### config.mk
export PLATFORM = sky130hd
export DESIGN_NAME = muldiv_unit_flat
export DESIGN_NICKNAME = d
export VERILOG_FILES = /design/src/rtl/CPU_def.sv /design/src/rtl/muldiv_unit_if.sv /design/src/rtl/muldiv_iter_core.sv /design/src/rtl/muldiv_unit.sv /design/src/flat_wrapper.sv
export SDC_FILE = /design/constraint.sdc
export NUM_CORES = 1
export LEC_CHECK = 0
export CORE_ASPECT_RATIO = 2
export CORE_UTILIZATION = 30
export DETAILED_ROUTE_END_ITERATION = 10
export GPL_ROUTABILITY_DRIVEN = 1
export PLACE_DENSITY = 0.42
export SLEW_MARGIN = 10
export SYNTH_ARGS = -nofsm -noshare
export SYNTH_HDL_FRONTEND = slang
export SYNTH_SLANG_ARGS = --single-unit
export TNS_END_PERCENT = 20
### constraint.sdc
create_clock -name clk -period 10.2 [get_ports clk]
set_input_delay 3.06 -clock clk [delete_from_list [all_inputs] [get_ports clk]]
set_output_delay 3.06 -clock clk [all_outputs]
set_load 0.02 [all_outputs]
### src/rtl/CPU_def.sv
// Shared CPU definitions: M-extension func3 encodings, muldiv FSM state type, data width.
package CPU_def;

   localparam int DATA_BITS = 32;

   localparam logic [2:0] MUL_F3    = 3'b000;
   localparam logic [2:0] MULH_F3   = 3'b001;
   localparam logic [2:0] MULHSU_F3 = 3'b010;
   localparam logic [2:0] MULHU_F3  = 3'b011;
   localparam logic [2:0] DIV_F3    = 3'b100;
   localparam logic [2:0] DIVU_F3   = 3'b101;
   localparam logic [2:0] REM_F3    = 3'b110;
   localparam logic [2:0] REMU_F3   = 3'b111;

   typedef enum logic [1:0] {
      MD_IDLE = 2'd0,
      MD_CALC = 2'd1,
      MD_FIX  = 2'd2,
      MD_DONE = 2'd3
   } muldiv_state_e;

   function automatic logic is_div_op(input logic [2:0] f3);
      return f3[2];
   endfunction

endpackage

### src/rtl/muldiv_unit_if.sv
// EXE-stage <-> muldiv_unit handshake bundle; master is the EXE stage, slave is the unit.
interface muldiv_unit_if #(
   parameter int DATA_BITS = 32
);
   logic                 start_i;
   logic [2:0]           func3_i;
   logic [DATA_BITS-1:0] rs1_i;
   logic [DATA_BITS-1:0] rs2_i;
   logic                 flush_i;
   logic                 cpuwait_i;
   logic                 stall_req_o;
   logic                 busy_o;
   logic                 done_o;
   logic [DATA_BITS-1:0] result_o;

   modport master (
      output start_i, func3_i, rs1_i, rs2_i, flush_i, cpuwait_i,
      input  stall_req_o, busy_o, done_o, result_o
   );

   modport slave (
      input  start_i, func3_i, rs1_i, rs2_i, flush_i, cpuwait_i,
      output stall_req_o, busy_o, done_o, result_o
   );
endinterface

### src/rtl/muldiv_iter_core.sv
// Iterative datapath: shift-add multiply of magnitudes, restoring shift-subtract divide.
module muldiv_iter_core #(
   parameter int DATA_BITS = 32
) (
   input  logic                   clk,
   input  logic                   rst,
   input  logic                   load,
   input  logic                   step,
   input  logic                   is_div,
   input  logic [DATA_BITS-1:0]   opa,
   input  logic [DATA_BITS-1:0]   opb,
   output logic [2*DATA_BITS-1:0] product,
   output logic [DATA_BITS-1:0]   quotient,
   output logic [DATA_BITS-1:0]   remainder
);

   // hi_reg: product high word / partial remainder; lo_reg: multiplier bits / quotient bits
   logic [DATA_BITS-1:0] hi_reg, lo_reg, opb_reg;
   logic [DATA_BITS-1:0] hi_next, lo_next;
   logic [DATA_BITS:0]   add_sum;
   logic [DATA_BITS:0]   part_rem;

   always_comb begin
      add_sum  = {1'b0, hi_reg} + (lo_reg[0] ? {1'b0, opb_reg} : '0);
      part_rem = {hi_reg, lo_reg[DATA_BITS-1]};
      hi_next  = hi_reg;
      lo_next  = lo_reg;
      if (is_div) begin
         if (part_rem >= {1'b0, opb_reg}) begin
            hi_next = DATA_BITS'(part_rem - {1'b0, opb_reg});
            lo_next = {lo_reg[DATA_BITS-2:0], 1'b1};
         end else begin
            hi_next = part_rem[DATA_BITS-1:0];
            lo_next = {lo_reg[DATA_BITS-2:0], 1'b0};
         end
      end else begin
         hi_next = add_sum[DATA_BITS:1];
         lo_next = {add_sum[0], lo_reg[DATA_BITS-1:1]};
      end
   end

   always_ff @(posedge clk or posedge rst) begin
      if (rst) begin
         hi_reg  <= '0;
         lo_reg  <= '0;
         opb_reg <= '0;
      end else if (load) begin
         hi_reg  <= '0;
         lo_reg  <= opa;
         opb_reg <= opb;
      end else if (step) begin
         hi_reg  <= hi_next;
         lo_reg  <= lo_next;
      end
   end

   assign product   = {hi_reg, lo_reg};
   assign quotient  = lo_reg;
   assign remainder = hi_reg;

endmodule

### src/rtl/muldiv_unit.sv
// RV32M multiply/divide sequencer beside the EXE ALU; stalls the pipe while iterating.
// Optional MULDIV_FAST_MUL_EN: single-cycle combinational multiply, divide stays iterative.
module muldiv_unit #(
   parameter int DATA_BITS = CPU_def::DATA_BITS,
   parameter int CNT_BITS  = 5
) (
   input  logic           clk,
   input  logic           rst,
   muldiv_unit_if.slave   bus
);
   import CPU_def::*;

   localparam logic [DATA_BITS-1:0] MIN_VAL  = {1'b1, {(DATA_BITS-1){1'b0}}};
   localparam logic [DATA_BITS-1:0] ONES     = '1;
   localparam logic [CNT_BITS-1:0]  CNT_LAST = CNT_BITS'(DATA_BITS-1);

   muldiv_state_e          state_reg, state_next;
   logic [CNT_BITS-1:0]    cnt_reg;
   logic [2:0]             func3_reg;
   logic                   neg_reg;
   logic [DATA_BITS-1:0]   result_reg;

   logic                   a_signed, b_signed, sign_a, sign_b, neg_in;
   logic [DATA_BITS-1:0]   mag_a, mag_b;
   logic                   div_zero, div_ovf, fast_hit;
   logic [DATA_BITS-1:0]   fast_result;
   logic                   accept, core_load, core_step, stall_req;

   logic [2*DATA_BITS-1:0] product, prod_fixed;
   logic [DATA_BITS-1:0]   quotient, remainder, div_val, fix_result;

   // Operand conditioning: magnitudes plus the sign the final result must carry
   always_comb begin
      a_signed = !(bus.func3_i == MULHU_F3 || bus.func3_i == DIVU_F3 ||
                   bus.func3_i == REMU_F3);
      b_signed = a_signed && (bus.func3_i != MULHSU_F3);
      sign_a   = a_signed & bus.rs1_i[DATA_BITS-1];
      sign_b   = b_signed & bus.rs2_i[DATA_BITS-1];
      mag_a    = sign_a ? -bus.rs1_i : bus.rs1_i;
      mag_b    = sign_b ? -bus.rs2_i : bus.rs2_i;
      neg_in   = (bus.func3_i == REM_F3) ? sign_a : (sign_a ^ sign_b);
   end

`ifdef MULDIV_FAST_MUL_EN
   logic signed [DATA_BITS:0]     fm_a, fm_b;
   logic signed [2*DATA_BITS+1:0] fm_prod;

   always_comb begin
      fm_a    = {a_signed & bus.rs1_i[DATA_BITS-1], bus.rs1_i};
      fm_b    = {b_signed & bus.rs2_i[DATA_BITS-1], bus.rs2_i};
      fm_prod = fm_a * fm_b;
   end
`endif

   // Results that never need the iterative core
   always_comb begin
      div_zero    = is_div_op(bus.func3_i) && (bus.rs2_i == '0);
      div_ovf     = (bus.func3_i == DIV_F3 || bus.func3_i == REM_F3) &&
                    (bus.rs1_i == MIN_VAL) && (bus.rs2_i == ONES);
      fast_hit    = div_zero || div_ovf;
      fast_result = '0;
      if (div_zero)
         fast_result = bus.func3_i[1] ? bus.rs1_i : ONES;
      else if (div_ovf)
         fast_result = bus.func3_i[1] ? '0 : MIN_VAL;
`ifdef MULDIV_FAST_MUL_EN
      if (!is_div_op(bus.func3_i)) begin
         fast_hit    = 1'b1;
         fast_result = (bus.func3_i == MUL_F3) ? fm_prod[DATA_BITS-1:0]
                                               : fm_prod[2*DATA_BITS-1:DATA_BITS];
      end
`endif
   end

   assign accept = (state_reg == MD_IDLE) && bus.start_i && !bus.flush_i;

   always_ff @(posedge clk or posedge rst) begin
      if (rst) state_reg <= MD_IDLE;
      else     state_reg <= state_next;
   end

   always_comb begin
      state_next = state_reg;
      core_load  = 1'b0;
      core_step  = 1'b0;
      stall_req  = 1'b0;
      case (state_reg)
         MD_IDLE: begin
            if (accept) begin
               if (fast_hit) begin
                  state_next = MD_DONE;
               end else begin
                  state_next = MD_CALC;
                  core_load  = 1'b1;
                  stall_req  = 1'b1;
               end
            end
         end
         MD_CALC: begin
            stall_req = 1'b1;
            core_step = 1'b1;
            if (cnt_reg == CNT_LAST) state_next = MD_FIX;
         end
         MD_FIX: begin
            stall_req  = 1'b1;
            state_next = MD_DONE;
         end
         MD_DONE: begin
            if (!bus.cpuwait_i) state_next = MD_IDLE;
         end
         default: state_next = MD_IDLE;
      endcase
      if (bus.flush_i) state_next = MD_IDLE;
   end

   muldiv_iter_core #(.DATA_BITS(DATA_BITS)) u_core (
      .clk       (clk),
      .rst       (rst),
      .load      (core_load),
      .step      (core_step),
      .is_div    (is_div_op(func3_reg)),
      .opa       (mag_a),
      .opb       (mag_b),
      .product   (product),
      .quotient  (quotient),
      .remainder (remainder)
   );

   // Sign correction and word select applied once the magnitudes are final
   always_comb begin
      prod_fixed = neg_reg ? -product : product;
      div_val    = func3_reg[1] ? remainder : quotient;
      fix_result = neg_reg ? -div_val : div_val;
      if (!is_div_op(func3_reg))
         fix_result = (func3_reg == MUL_F3) ? prod_fixed[DATA_BITS-1:0]
                                            : prod_fixed[2*DATA_BITS-1:DATA_BITS];
   end

   always_ff @(posedge clk or posedge rst) begin
      if (rst) begin
         cnt_reg    <= '0;
         func3_reg  <= '0;
         neg_reg    <= 1'b0;
         result_reg <= '0;
      end else begin
         if (core_load) begin
            cnt_reg   <= '0;
            func3_reg <= bus.func3_i;
            neg_reg   <= neg_in;
         end else if (core_step) begin
            cnt_reg   <= cnt_reg + 1'b1;
         end
         if (accept && fast_hit)
            result_reg <= fast_result;
         else if (state_reg == MD_FIX && !bus.flush_i)
            result_reg <= fix_result;
      end
   end

   assign bus.stall_req_o = stall_req;
   assign bus.busy_o      = (state_reg == MD_CALC) || (state_reg == MD_FIX);
   assign bus.done_o      = (state_reg == MD_DONE);
   assign bus.result_o    = result_reg;

endmodule

### src/flat_wrapper.sv
// flat-port wrapper written by rule: the top's interface ports become plain ports
module muldiv_unit_flat import CPU_def::*;
#(
   parameter int DATA_BITS = CPU_def::DATA_BITS,
   parameter int CNT_BITS  = 5
)
  (clk, rst, bus_start_i, bus_func3_i, bus_rs1_i, bus_rs2_i, bus_flush_i, bus_cpuwait_i, bus_stall_req_o, bus_busy_o, bus_done_o, bus_result_o);
  muldiv_unit_if #(.DATA_BITS(DATA_BITS)) bus_i ();
  input  logic clk;
  input  logic rst;
  input wire logic [$bits(bus_i.start_i)-1:0] bus_start_i;
  input wire logic [$bits(bus_i.func3_i)-1:0] bus_func3_i;
  input wire logic [$bits(bus_i.rs1_i)-1:0] bus_rs1_i;
  input wire logic [$bits(bus_i.rs2_i)-1:0] bus_rs2_i;
  input wire logic [$bits(bus_i.flush_i)-1:0] bus_flush_i;
  input wire logic [$bits(bus_i.cpuwait_i)-1:0] bus_cpuwait_i;
  output wire logic [$bits(bus_i.stall_req_o)-1:0] bus_stall_req_o;
  output wire logic [$bits(bus_i.busy_o)-1:0] bus_busy_o;
  output wire logic [$bits(bus_i.done_o)-1:0] bus_done_o;
  output wire logic [$bits(bus_i.result_o)-1:0] bus_result_o;
  assign bus_i.start_i = bus_start_i;
  assign bus_i.func3_i = bus_func3_i;
  assign bus_i.rs1_i = bus_rs1_i;
  assign bus_i.rs2_i = bus_rs2_i;
  assign bus_i.flush_i = bus_flush_i;
  assign bus_i.cpuwait_i = bus_cpuwait_i;
  assign bus_stall_req_o = bus_i.stall_req_o;
  assign bus_busy_o = bus_i.busy_o;
  assign bus_done_o = bus_i.done_o;
  assign bus_result_o = bus_i.result_o;
  muldiv_unit #(.DATA_BITS(DATA_BITS), .CNT_BITS(CNT_BITS)) u_core (.clk(clk), .rst(rst), .bus(bus_i));
endmodule
After elaboration in Yosys (flattened, before gate mapping)

Cells that the tools add are included.

Bits in registers: 139
Output and inout bits: 35
Logic and storage cells: 92
Input bits: 72

Reduce and logical (&&, ||, !) cells: 22
Equal/unequal tests: 15
Muxes and demuxes: 36
Add/subtract/negate cells: 7
Bitwise gates (word level): 3
$lt $le $gt $ge: 1

Operator list:

| cell                                                   | number |
|---|---|
| two-way mux 32 bit                                     | 20 |
| negation 32 bit                                        | 3 |
| == test 32 bit (second input constant)                 | 2 |
| two-way mux 64 bit                                     | 1 |
| negation 64 bit                                        | 1 |
| adder 32 x 32 -> 33 bit                                | 1 |
| greater-or-equal comparator 33 x 32 -> 1 bit           | 1 |
| zero test 32 bit                                       | 1 |
| subtractor 32 bit                                      | 1 |
| == test 3 bit (second input constant)                  | 4 |
| two-way mux 2 bit                                      | 5 |
| two-way mux 5 bit                                      | 2 |
| inequality test 3 x 2 -> 1 bit (second input constant) | 3 |
| logical AND 1 bit                                      | 8 |
| case mux 2 bit (4 select lines)                        | 1 |
| two-way mux 1 bit                                      | 6 |
| adder 5 x 1 -> 5 bit (second input constant)           | 1 |
| == test 5 bit (second input constant)                  | 1 |
| logical OR 1 bit                                       | 5 |
| == test 2 bit (second input constant)                  | 2 |
| nonzero test 2 bit                                     | 2 |
| == test 3 x 2 -> 1 bit (second input constant)         | 1 |
| zero test 3 bit                                        | 1 |
| inequality test 3 bit (second input constant)          | 1 |
| 8 further kinds                                        | 10 |

Logic depth before layout (Yosys ltp)

Gate-level depths: netlist of run 1.

Depth after elaboration: 9
Mapped depth: 17

Cells and area by module

A second synthesis of run 1 with hierarchy kept.

Cells, all modules: 2180
Area, all modules: 16365.7 sq um

Modules (own cells, without submodules):

| module           | area each (sq um) | cells each | times used |
|---|---|---|---|
| muldiv_iter_core | 8839.7            | 1121       | 1 |
| muldiv_unit      | 7526.0            | 1059       | 1 |

Least setup slack after synthesis of run 1

OpenSTA, ideal clock, no wires.

Path kind: input -> output
Start point: input port bus_rs2_i[24]
End point: output port bus_stall_req_o
Arrival time: 5413 ps
Stages: 9
Slack: 1727 ps
Data required time: 7140 ps
Cell sequence: or4_1 -> or3_1 -> or2_2 -> or3b_2 -> o22ai_1 -> nor2_1 -> clkbuf_1 -> nor2_1 -> nor2_1

Word-level cells in the longest chain between the ends: 6
Elaborated cells on any way between the ends: 8
Classes of those cells: eq/ne (1); mux (3); reduce/logical (4)

Ends and longest elaborated chain:

| item                                               | line                                 | source |
|---|---|---|
| from (decl)                                        | flat_wrapper.sv:14                   | `input wire logic [$bits(bus_i.rs2_i)-1:0] bus_rs2_i;` |
| == test 32 bit or zero test 32 bit (tied branches) | muldiv_unit.sv:59, muldiv_unit.sv:57 |  |
| logical AND 1 bit, on equally long branches        | muldiv_unit.sv:59, muldiv_unit.sv:57 |  |
| logical OR 1 bit *                                 | muldiv_unit.sv:60                    | `fast_hit = div_zero \|\| div_ovf;` |
| two-way mux 1 bit *                                | muldiv_unit.sv:90                    | `if (fast_hit) begin` |
| two-way mux 1 bit *                                | muldiv_unit.sv:89                    | `if (accept) begin` |
| case mux 1 bit (2 select lines) *                  | muldiv_unit.sv:87                    | `case (state_reg)` |
| to (decl)                                          | flat_wrapper.sv:17                   | `output wire logic [$bits(bus_i.stall_req_o)-1:0] bus_stall_req_o;` |

Mark *: on every way between the ends. The rest lies on a longest branch, timed or not.

Final worst setup path of run 1

Start point: input port bus_rs1_i[0]
End point: output port bus_stall_req_o

Word-level cells in the longest chain between the ends: 7

Ends and longest elaborated chain:

| item                            | line               | source |
|---|---|---|
| from (decl)                     | flat_wrapper.sv:13 | `input wire logic [$bits(bus_i.rs1_i)-1:0] bus_rs1_i;` |
| == test 32 bit                  | muldiv_unit.sv:59  | `(bus.rs1_i == MIN_VAL) && (bus.rs2_i == ONES);` |
| logical AND 1 bit               | muldiv_unit.sv:58  | `div_ovf = (bus.func3_i == DIV_F3 \|\| bus.func3_i == REM_F3) &&` |
| logical AND 1 bit               | muldiv_unit.sv:59  |  |
| logical OR 1 bit                | muldiv_unit.sv:60  |  |
| two-way mux 1 bit               | muldiv_unit.sv:90  |  |
| two-way mux 1 bit               | muldiv_unit.sv:89  |  |
| case mux 1 bit (2 select lines) | muldiv_unit.sv:87  |  |

Every way passes these cells.

==> results of run 1 <==
==> per-stage QoR <==
| stage | utilization (%) | cell area (um2) | worst slack (ns) | total power [W] |
|---|---|---|---|---|
| after floorplan | - | 15040 | 1.727 | 0.003777 |
| after global placement | 33.66 | 16610 | 0.5760 | 0.004838 |
| after detailed placement | 33.66 | 16610 | 0.5987 | 0.004853 |
| after CTS | 34.74 | 17150 | 0.5929 | 0.005482 |
| after global routing | 34.74 | 17150 | 0.4559 | 0.005934 |
| final | 34.74 | 17150 | 0.5957 | 0.005452 |
==> layer usage <==
layer	GRT usage (%)	share of wire, %	vias to the layer above
met5	0	0.022	-
met4	12.97	5.1	2
met3	2.019	2.5	115
met2	44.23	53	358
met1	25.49	39	7138
li1	-	-	7317
==> worst max-delay path by stage <==
| stage | from | end | slack [ns] | cells past startpoint |
|---|---|---|---|---|
| 2_1_floorplan | bus_rs2_i[24] | bus_stall_req_o | 1.73 | 9 |
| 3_5_place_dp | bus_rs1_i[1] | bus_stall_req_o | 0.60 | 14 |
| 5_1_grt | bus_rs1_i[1] | bus_stall_req_o | 0.46 | 14 |
| 3_3_place_gp | bus_rs1_i[0] | bus_stall_req_o | 0.58 | 14 |
| 6_report | bus_rs1_i[0] | bus_stall_req_o | 0.60 | 14 |
| 4_1_cts | bus_rs1_i[1] | bus_stall_req_o | 0.59 | 14 |
==> power breakdown <==
| group | switching (W) | leakage, nW | internal [W] | total, W |
|---|---|---|---|---|
| registers | 0.000484 | 1.74 | 0.000782 | 0.00127 |
| logic | 0.00209 | 4.87 | 0.00149 | 0.00359 |
| clock network | 0.000265 | 0.263 | 0.000334 | 0.000599 |
==> logic make-up (layout without fill, tap and decap cells) <==
group                    after synthesis  count (layout)  share of synthesized area, %
AND/OR/NAND/NOR                      666             666                         20.76
AO/OA/AOI/OAI                        641             641                         26.45
buffers and inverters                210             231                         5.349
XOR/XNOR                             186             186                         10.83
flip-flops                           139             139                         23.13
multiplexers                         102             102                         6.897
adder cells (fa/ha/maj)               78              78                         6.589
==> layout make-up <==
type / count / area, um2
fillers: 5329 / 32210
multi-input cells: 1673 / 10780
flip-flops and latches: 139 / 3485
repair buffers: 139 / 1309
well taps: 643 / 804.5
clock buffers: 25 / 495.5
inverters: 60 / 230.2
clock inverters: 7 / 40.04
==> worst max-delay path: cells and delay by family <==
| family | cells | cell delay, ns |
|---|---|---|
| adders and majority gates | 1 | 0.17 |
| AOI/OAI and AO/OA | 1 | 0.29 |
| and+or+nand+nor | 7 | 1.55 |
| buffers and inverters | 5 | 1.47 |
==> layout by cell type (no fill, tap or decap), types with 6 or more instances in the layout <==
cell type	n
o211ai_1	14
nor2b_1	10
and3_1	12
o21a_1	17
buf_4	33
a21oi_1	161
a31oi_1	23
a31o_2	9
clkbuf_16	17
or4_1	10
o41ai_1	12
nand2b_1	19
mux2i_1	89
and2_1	15
nor3b_1	10
o21ai_0	210
a2111oi_0	6
mux2_2	13
a221oi_1	8
a211oi_1	40
a211o_1	6
xor2_1	84
or2_2	12
nor4_1	19
or3_1	16
o31ai_1	33
nor3_1	59
a21o_1	34
dfrtp_1	136
nand4_1	19
nand3_1	31
nand2_1	207
clkdlybuf4s50_1	106
xnor2_1	102
o22ai_1	14
nor2_1	203
ha_1	76
inv_1	57
==> results.cfg, run 1 <==
[die]
initial_core_util_pct = 30.47
die_area_um2 = 51080
core_um2 = 49350
die_w_um = 160.3
die_h_um = 318.6
rows = 115
ios = 107

[logic_synthesis]
syn_nets = 2172
yosysWarnings = 0
synth_cells = 2022
ys_types = 76
syn_avg_cell_area_um2 = 7.438
netlist_top_cells_area = dfrtp_1, o21ai_0, ha_1, xnor2_1, mux2i_1
mappedNetlistArea_um2 = 15040
synthTopCellsByCount = o21ai_0, nand2_1, nor2_1
synth.most_common_cell = o21ai_0
synth_edf_count = 0
synth_top_flop_cell = dfrtp_1
ys_ff_latch = 139
synthArstFlopShare_pct = 100.0
synth_top_cell_area_share_pct = 23.13
ys_seq_area_share_pct = 23.13
yosys.area.top_type = dfrtp_1

[layout]
num-nets-final = 2180
final_cell_count_no_fill = 2686
drive_above_1_share_pct = 5.629
diodes = 0
syn_to_final_growth_pct = 14.01

[worst_setup_path]
crit_type = in -> out
reg2reg_setup_slack_ns = 5.73
max_stage_delay_ns = 0.53
reg2reg_depth = 10
slowest_stage = clkdlybuf4s50_1
cp-end-kind = output pin
worstPathMaxFanout = 5
timing.rr.start = u_core.u_core.quotient[0]
r2r-end = u_core.bus.result_o[25]
worstPathCellList = clkdlybuf4s50_1 > inv_1 > ha_1 > or3b_2 > nor3_1 > buf_4 > and3_1 > nand3_1 > o22ai_1 > buf_4 > nor2_4 > nor2_1 > nor2_1 > clkdlybuf4s50_1
arrival_ns = 6.54
crit_path_start_kind = input port
cp.required_ns = 7.14

[routing]
drc_errors = 0
first_pass_iters = 5
ant_nets = 0
drtIter0Drc = 796
routed_via_density = 5.558
wire_per_inst_um = 22.04
routed_wl_um = 59200
via_count = 14930

[clock_tree]
ctsHtreeMaxLevel = 4
cts_buffers = 17
clock-sinks = 139
cts_root_buf = clkbuf_16
cts_hold_buf = 0
ctsResizeCount = 0
clk_pin_slew_ns = 0.06
cts_max_path_buffers = 2
clock_latency_ns = 0.47
tritoncts = done
cts_setup_buffers = 0

[sta]
fin_skew_ns = 0.01153
max-slew-margin-rel_pct = 22.86
rsz0062_at_grt = false
fin_setup_tns_ns = 0
clock.fmax_mhz = 104.1
drv_slew = 0
finalHoldViolations = 0
tightest_slew_ns = 1.153
period_share_pct = 94.16
finalSetupViolations = 0
holdWs_ns = 0.4815
fin_crit_ns = 9.604

[global_routing]
grt_overflow = 0
grt_pass1_wl_um = 91640
grt_max_degree = 85
antenna_found_initial = 2
grt_pass1_vias = 15170
grtUsageTotal_pct = 23.51

[pwr]
leakage_nw = 6.871
ir_worst_vdd_mv = 0.1516
power_density_nw_per_um2 = 318.0

[worst_hold_path]
min_path_type = reg -> reg
min_path_cells = 2
hp-start = u_core.u_core.opb_reg[27]
holdPathEnd = u_core.u_core.opb_reg[27]

[place]
port_buffers = 106
dp_hpwl_um = 45930
gp_congestion = 0.9111
dp_cells = 2654

[flow_run]
drv_cap = 0

[status]
status = finished, final reports clean
No activity file was read; power rests on OpenSTA's default activity.
==> run 2: changes to the inputs <==
--- a/config.mk
+++ b/config.mk
@@ -6,10 +6,12 @@
 export NUM_CORES = 1
 export LEC_CHECK = 0
 export CORE_ASPECT_RATIO = 2
-export CORE_UTILIZATION = 30
+export CORE_UTILIZATION = 66
 export DETAILED_ROUTE_END_ITERATION = 10
 export GPL_ROUTABILITY_DRIVEN = 1
-export PLACE_DENSITY = 0.42
+export MAX_ROUTING_LAYER = met4
+export PLACE_DENSITY = 0.84
+export RECOVER_POWER = 50
 export SLEW_MARGIN = 10
 export SYNTH_ARGS = -nofsm -noshare
 export SYNTH_HDL_FRONTEND = slang
==> run 2 against run 1 <==
  * The flow now finishes with violations (design-rule violations, max-capacitance violations, max-slew violations)
  * Design area fell by 2.4%
  * Sequential cell count did not move
  * Combinational power barely moved
  * Critical path depth did not move
  * Non-clock buffer count fell by 11
  * Worst setup slack got worse by 0.14 ns
  * Largest power group unchanged
==> results.cfg, run 2 (synthesized netlist as in run 1, its figures left out) <==
[sta]
finalSetupViolations = 0
tightest_slew_ns = 3.515
finalHoldViolations = 0
max-slew-margin-rel_pct = -135.6
rsz0062_at_grt = false
timing.final.ws_setup_ns = 0.4587
drv_slew = 142
fin_skew_ns = 0.009729
clock.fmax_mhz = 102.7
fin_crit_ns = 9.741
period_share_pct = 95.50
fin_setup_tns_ns = 0

[layout]
drive_above_1_share_pct = 5.263
syn_to_final_growth_pct = 11.25
layout_commonest_cell = o21ai_0
final_cell_mix = o21ai_0, nand2_1, nor2_1
num-nets-final = 2170

[routing]
routed_via_density = 6.944
first_pass_iters = 9
drtIter0Drc = 1436
routed_wl_um = 51360
drc_errors = 1
wire_per_inst_um = 22.24
via_count = 16040
ant_nets = 0

[worst_setup_path]
r2r-end = u_core.bus.result_o[29]
crit_path_start_kind = input port
crit_type = in -> out
reg2reg_setup_slack_ns = 5.85
arrival_ns = 6.68
reg2reg_depth = 10
cp-end-kind = output pin
worstPathMaxFanout = 29
cp.required_ns = 7.14
timing.rr.start = u_core.u_core.quotient[0]

[pwr]
ir_worst_vdd_mv = 0.2840
p_sw_share_pct = 50.96
internal_power_w = 0.002700
power_density_nw_per_um2 = 329.1
combPwrFrac_pct = 64.7
finalPower_w = 0.005506
p_seq_share_pct = 22.5
power_switching_w = 0.002806
leakage_nw = 6.930
clock_power_share_pct = 12.9

[die]
rows = 77
core_um2 = 22260
die_area_um2 = 23430
die_w_um = 108.7
die_h_um = 215.5
initial_core_util_pct = 67.58
ios = 107

[worst_hold_path]
holdPathEnd = u_core.bus.result_o[9]
hp-start = u_core.bus.result_o[9]
min_path_type = reg -> reg
min_path_cells = 1

[global_routing]
grtUsageTotal_pct = 47.11
grt_pass1_wl_um = 82030
grt_overflow = 0
antenna_found_initial = 1
grt_max_degree = 84
grt_pass1_vias = 15760

[status]
failed_checks = design-rule violations, max-capacitance violations, max-slew violations
status = finished with violations

[flow_run]
drv_cap = 2

[place]
port_buffers = 106
pre_cts_ws_ns = 0.4414
gp_congestion = 1.006
dp_hpwl_um = 37290

[clock_tree]
ctsResizeCount = 0
clock_latency_ns = 0.47
cts_max_path_buffers = 2
clock-sinks = 139
tritoncts = done
ctsHtreeMaxLevel = 4
cts_root_buf = clkbuf_16
cts_buffers = 17
clk_pin_slew_ns = 0.06
cts_hold_buf = 0
cts_setup_buffers = 0
run 2: changes by cell type in the layout (fill, tap and decap cells not counted), sizes merged:
| cell | change |
|---|---|
| diode | +1 |
| inv | -1 |
| clkbuf | -3 |
| clkdlybuf4s50 | -34 |
| buf | -12 |
| nor2 | +1 |
| bufinv | +5 |
| dlygate4sd3 | +34 |
run 2: metrics by stage:
stage / instances / utilization (%) / instance area, um2 / hold slack (ns)
finish: 2310 / 75.18 / 16730 / 0.4818
global route: 2310 / 75.18 / 16730 / 0.5019
CTS: 2308 / 75.17 / 16730 / 0.4925
detailed placement: 2276 / 72.20 / 16070 / 0.4794
global placement: 2276 / 72.20 / 16070 / 0.4680
floorplan: 2022 / - / 15040 / 0.4498
run 2: layout make-up:
cell class,instances,area (um2)
flip-flops and latches,139,3485
diodes,1,2.502
clock inverters,11,190.2
inverters,60,226.5
clock buffers,21,470.5
multi-input cells,1674,10790
fillers,1766,5524
repair buffers,128,1222
well taps,276,345.3
run 2: worst max-delay path by stage:
stage | startpoint | to | slack [ns] | depth (start not counted)
floorplan | bus_rs2_i[24] | bus_stall_req_o | 1.73 | 9
global placement | bus_rs1_i[0] | bus_stall_req_o | 0.53 | 14
detailed placement | bus_rs1_i[0] | bus_stall_req_o | 0.44 | 14
CTS | bus_rs1_i[0] | bus_stall_req_o | 0.42 | 14
global route | bus_rs1_i[0] | bus_stall_req_o | 0.16 | 14
finish | bus_rs1_i[0] | bus_stall_req_o | 0.46 | 14
run 2: power groups by stage:
stage	clock, W	sequential (W)	combinational (W)
after floorplan	0	0.00100	0.00277
after global placement	0	0.00121	0.00339
after detailed placement	0	0.00122	0.00348
after CTS	0.000708	0.00121	0.00351
after global routing	0.000730	0.00127	0.00389
final	0.000708	0.00124	0.00356
run 2: per-layer routing:
metal | routed length, um | GRT usage [%] | vias to the layer above
li1 | - | - | 7306
met4 | 4621 | 40.09 | 0
met1 | 17430 | 48.09 | 7519
met2 | 25250 | 74.30 | 898
met5 | 0 | - | -
met3 | 4068 | 11.36 | 317
run 2: worst max-delay path, stage by stage:
cell             delay, ns
clkdlybuf4s50_1       0.45
inv_1                 0.13
ha_1                  0.17
or3b_2                0.46
nor3_1                0.15
buf_4                 0.17
and3_1                0.40
nand3_1               0.36
o22ai_1               0.26
buf_4                 0.20
nor2_4                0.14
nor2_1                0.14
nor2_1                0.05
clkdlybuf4s50_1       0.53
==> run 3: changes to the inputs <==
--- a/config.mk
+++ b/config.mk
@@ -5,12 +5,14 @@
 export SDC_FILE = /design/constraint.sdc
 export NUM_CORES = 1
 export LEC_CHECK = 0
+export CELL_PAD_IN_SITES_DETAIL_PLACEMENT = 0
+export CELL_PAD_IN_SITES_GLOBAL_PLACEMENT = 1
 export CORE_ASPECT_RATIO = 2
-export CORE_UTILIZATION = 66
+export CORE_UTILIZATION = 49
 export DETAILED_ROUTE_END_ITERATION = 10
 export GPL_ROUTABILITY_DRIVEN = 1
 export MAX_ROUTING_LAYER = met4
-export PLACE_DENSITY = 0.84
+export PLACE_DENSITY = 0.85
 export RECOVER_POWER = 50
 export SLEW_MARGIN = 10
 export SYNTH_ARGS = -nofsm -noshare
==> run 3 against run 2 <==
  * The flow finishes with violations (max-capacitance violations, max-slew violations)
  * Register-to-register slack lost 0.11 ns
  * Clock skew about the same
  * Sequential cell count unchanged
  * Sequential power about the same
  * Critical path type unchanged
  * Largest cell class unchanged
  * Largest power group unchanged
==> results.cfg, run 3 (synthesized netlist as in run 1, its figures left out) <==
[pwr]
finalPower_w = 0.005409
ir_worst_vdd_mv = 0.2004
leakage_nw = 6.938
power_density_nw_per_um2 = 321.4

[global_routing]
grtUsageTotal_pct = 35.22
antenna_found_initial = 0
grt_pass1_wl_um = 83170
grt_overflow = 0
grt_pass1_vias = 15010
grt_max_degree = 85

[worst_setup_path]
max_stage_delay_ns = 0.53
crit_buf_inv = 5
worstPathCellList = clkdlybuf4s50_1 > inv_1 > ha_1 > or3b_2 > nor3_1 > buf_4 > and3_1 > nand3_1 > o22ai_1 > buf_4 > nor2_4 > nor2_1 > nor2_1 > clkdlybuf4s50_1
crit_type = in -> out
arrival_ns = 6.42
crit_path_start = bus_rs1_i[0]
cp.required_ns = 7.14
slowest_stage = clkdlybuf4s50_1
worstPathMaxFanout = 5
critical_path.top_delay_family = buffers and inverters
crit_path_start_kind = input port
cp-end-kind = output pin
timing.rr.start = u_core.func3_reg[1]

[clock_tree]
cts_max_path_buffers = 2
tritoncts = done
ctsResizeCount = 0
cts_setup_buffers = 0
clk_pin_slew_ns = 0.06
cts_hold_buf = 0
ctsHtreeMaxLevel = 4
cts_root_buf = clkbuf_16
cts_buffers = 17
clock-sinks = 139
clock_latency_ns = 0.47

[sta]
fin_crit_ns = 9.476
finalSetupViolations = 0
finalHoldViolations = 0
holdWs_ns = 0.4853
drv_slew = 142
tightest_slew_ns = 3.606
clock.fmax_mhz = 105.5
max-slew-margin-rel_pct = -141.7
fin_skew_ns = 0.01014
fin_setup_tns_ns = 0
period_share_pct = 92.91
rsz0062_at_grt = false

[die]
initial_core_util_pct = 49.83
rows = 90
die_area_um2 = 31440
die_h_um = 249.8
core_um2 = 30180
die_w_um = 125.9
ios = 107

[routing]
drtIter0Drc = 892
via_count = 15270
wire_per_inst_um = 21.93
first_pass_iters = 7
routed_via_density = 6.345
routed_wl_um = 52780
ant_nets = 0
drc_errors = 0

[worst_hold_path]
hp-start = u_core.bus.result_o[15]
min_path_type = reg -> reg

[layout]
nFillCells = 2942
final_cell_mix = o21ai_0, nand2_1, nor2_1
seq_area_um2 = 3485
syn_to_final_growth_pct = 11.91
multi_input_comb_area_um2 = 10790
layout_commonest_cell = o21ai_0
num-nets-final = 2176
drive_above_1_share_pct = 5.591
diodes = 0

[place]
port_buffers = 106
dp_hpwl_um = 40050
gp_congestion = 0.9945

[flow_run]
drv_cap = 2

[status]
failed_checks = max-capacitance violations, max-slew violations
status = finished with violations
==> run 3: cell count changes in the layout (fill, tap and decap cells not counted), sizes merged <==
cell | before | now
buf | 21 | 28
bufinv | 5 | 2
clkbuf | 22 | 20
clkinv | 6 | 8
inv | 58 | 60
clkinvlp | 2 | 3
diode | 1 | 0
nor2 | 206 | 205
==> run 3: area by class of cell <==
| class | instances | area share, % |
|---|---|---|
| Inverter | 60 | 1.346 |
| Clock buffer | 19 | 2.691 |
| Tap cell | 368 | 2.736 |
| Timing Repair Buffer | 135 | 7.575 |
| Clock inverter | 13 | 0.8475 |
| Sequential cell | 139 | 20.70 |
| Multi-Input combinational cell | 1673 | 64.10 |
==> run 3: final timing paths <==
check / to / slack, ns / cells past startpoint
max in group asynchronous: u_core.bus.result_o[3] / 1.75 / 3
worst min register to register: u_core.bus.result_o[15] / 0.49 / 1
worst max register to register: u_core.bus.result_o[31] / 5.74 / 11
min in group asynchronous: u_core.u_core.remainder[31] / 4.12 / 2
worst min-delay path: u_core.bus.result_o[15] / 0.49 / 1
worst max-delay path: bus_stall_req_o / 0.72 / 14
==> run 3: metrics by stage <==
stage                     instances  util (%)  cell area, um2  setup WS, ns
after floorplan                2022         -           15040         1.727
after global placement         2375     53.82           16240        0.7614
after detailed placement       2375     53.82           16240        0.7044
after CTS                      2407     55.80           16840        0.6991
after global routing           2407     55.77           16830        0.5465
final                          2407     55.77           16830        0.7236
==> run 3: worst reg2reg max path, delay by kind of cell, from the launching register on <==
kind	cells	cell delay [ns]
flip-flops	1	0.62
XOR/XNOR	1	0.20
buffers and inverters	1	0.66
AND/OR/NAND/NOR	5	2.01
AO/OA/AOI/OAI	4	0.91
==> run 3: power by group <==
group          leakage, nW  switching, W  internal [W]
clock network        0.290      0.000270      0.000373
registers             1.74      0.000466      0.000783
logic                 4.91       0.00205       0.00147
==> run 3: metal layers <==
layer / vias to the layer above / global-route usage [%] / share of wire, %
met2: 511 / 62.08 / 52
met3: 164 / 3.516 / 4.2
met4: 0 / 22.93 / 6.6
li1: 7307 / - / -
met5: - / - / 0
met1: 7291 / 37.05 / 37
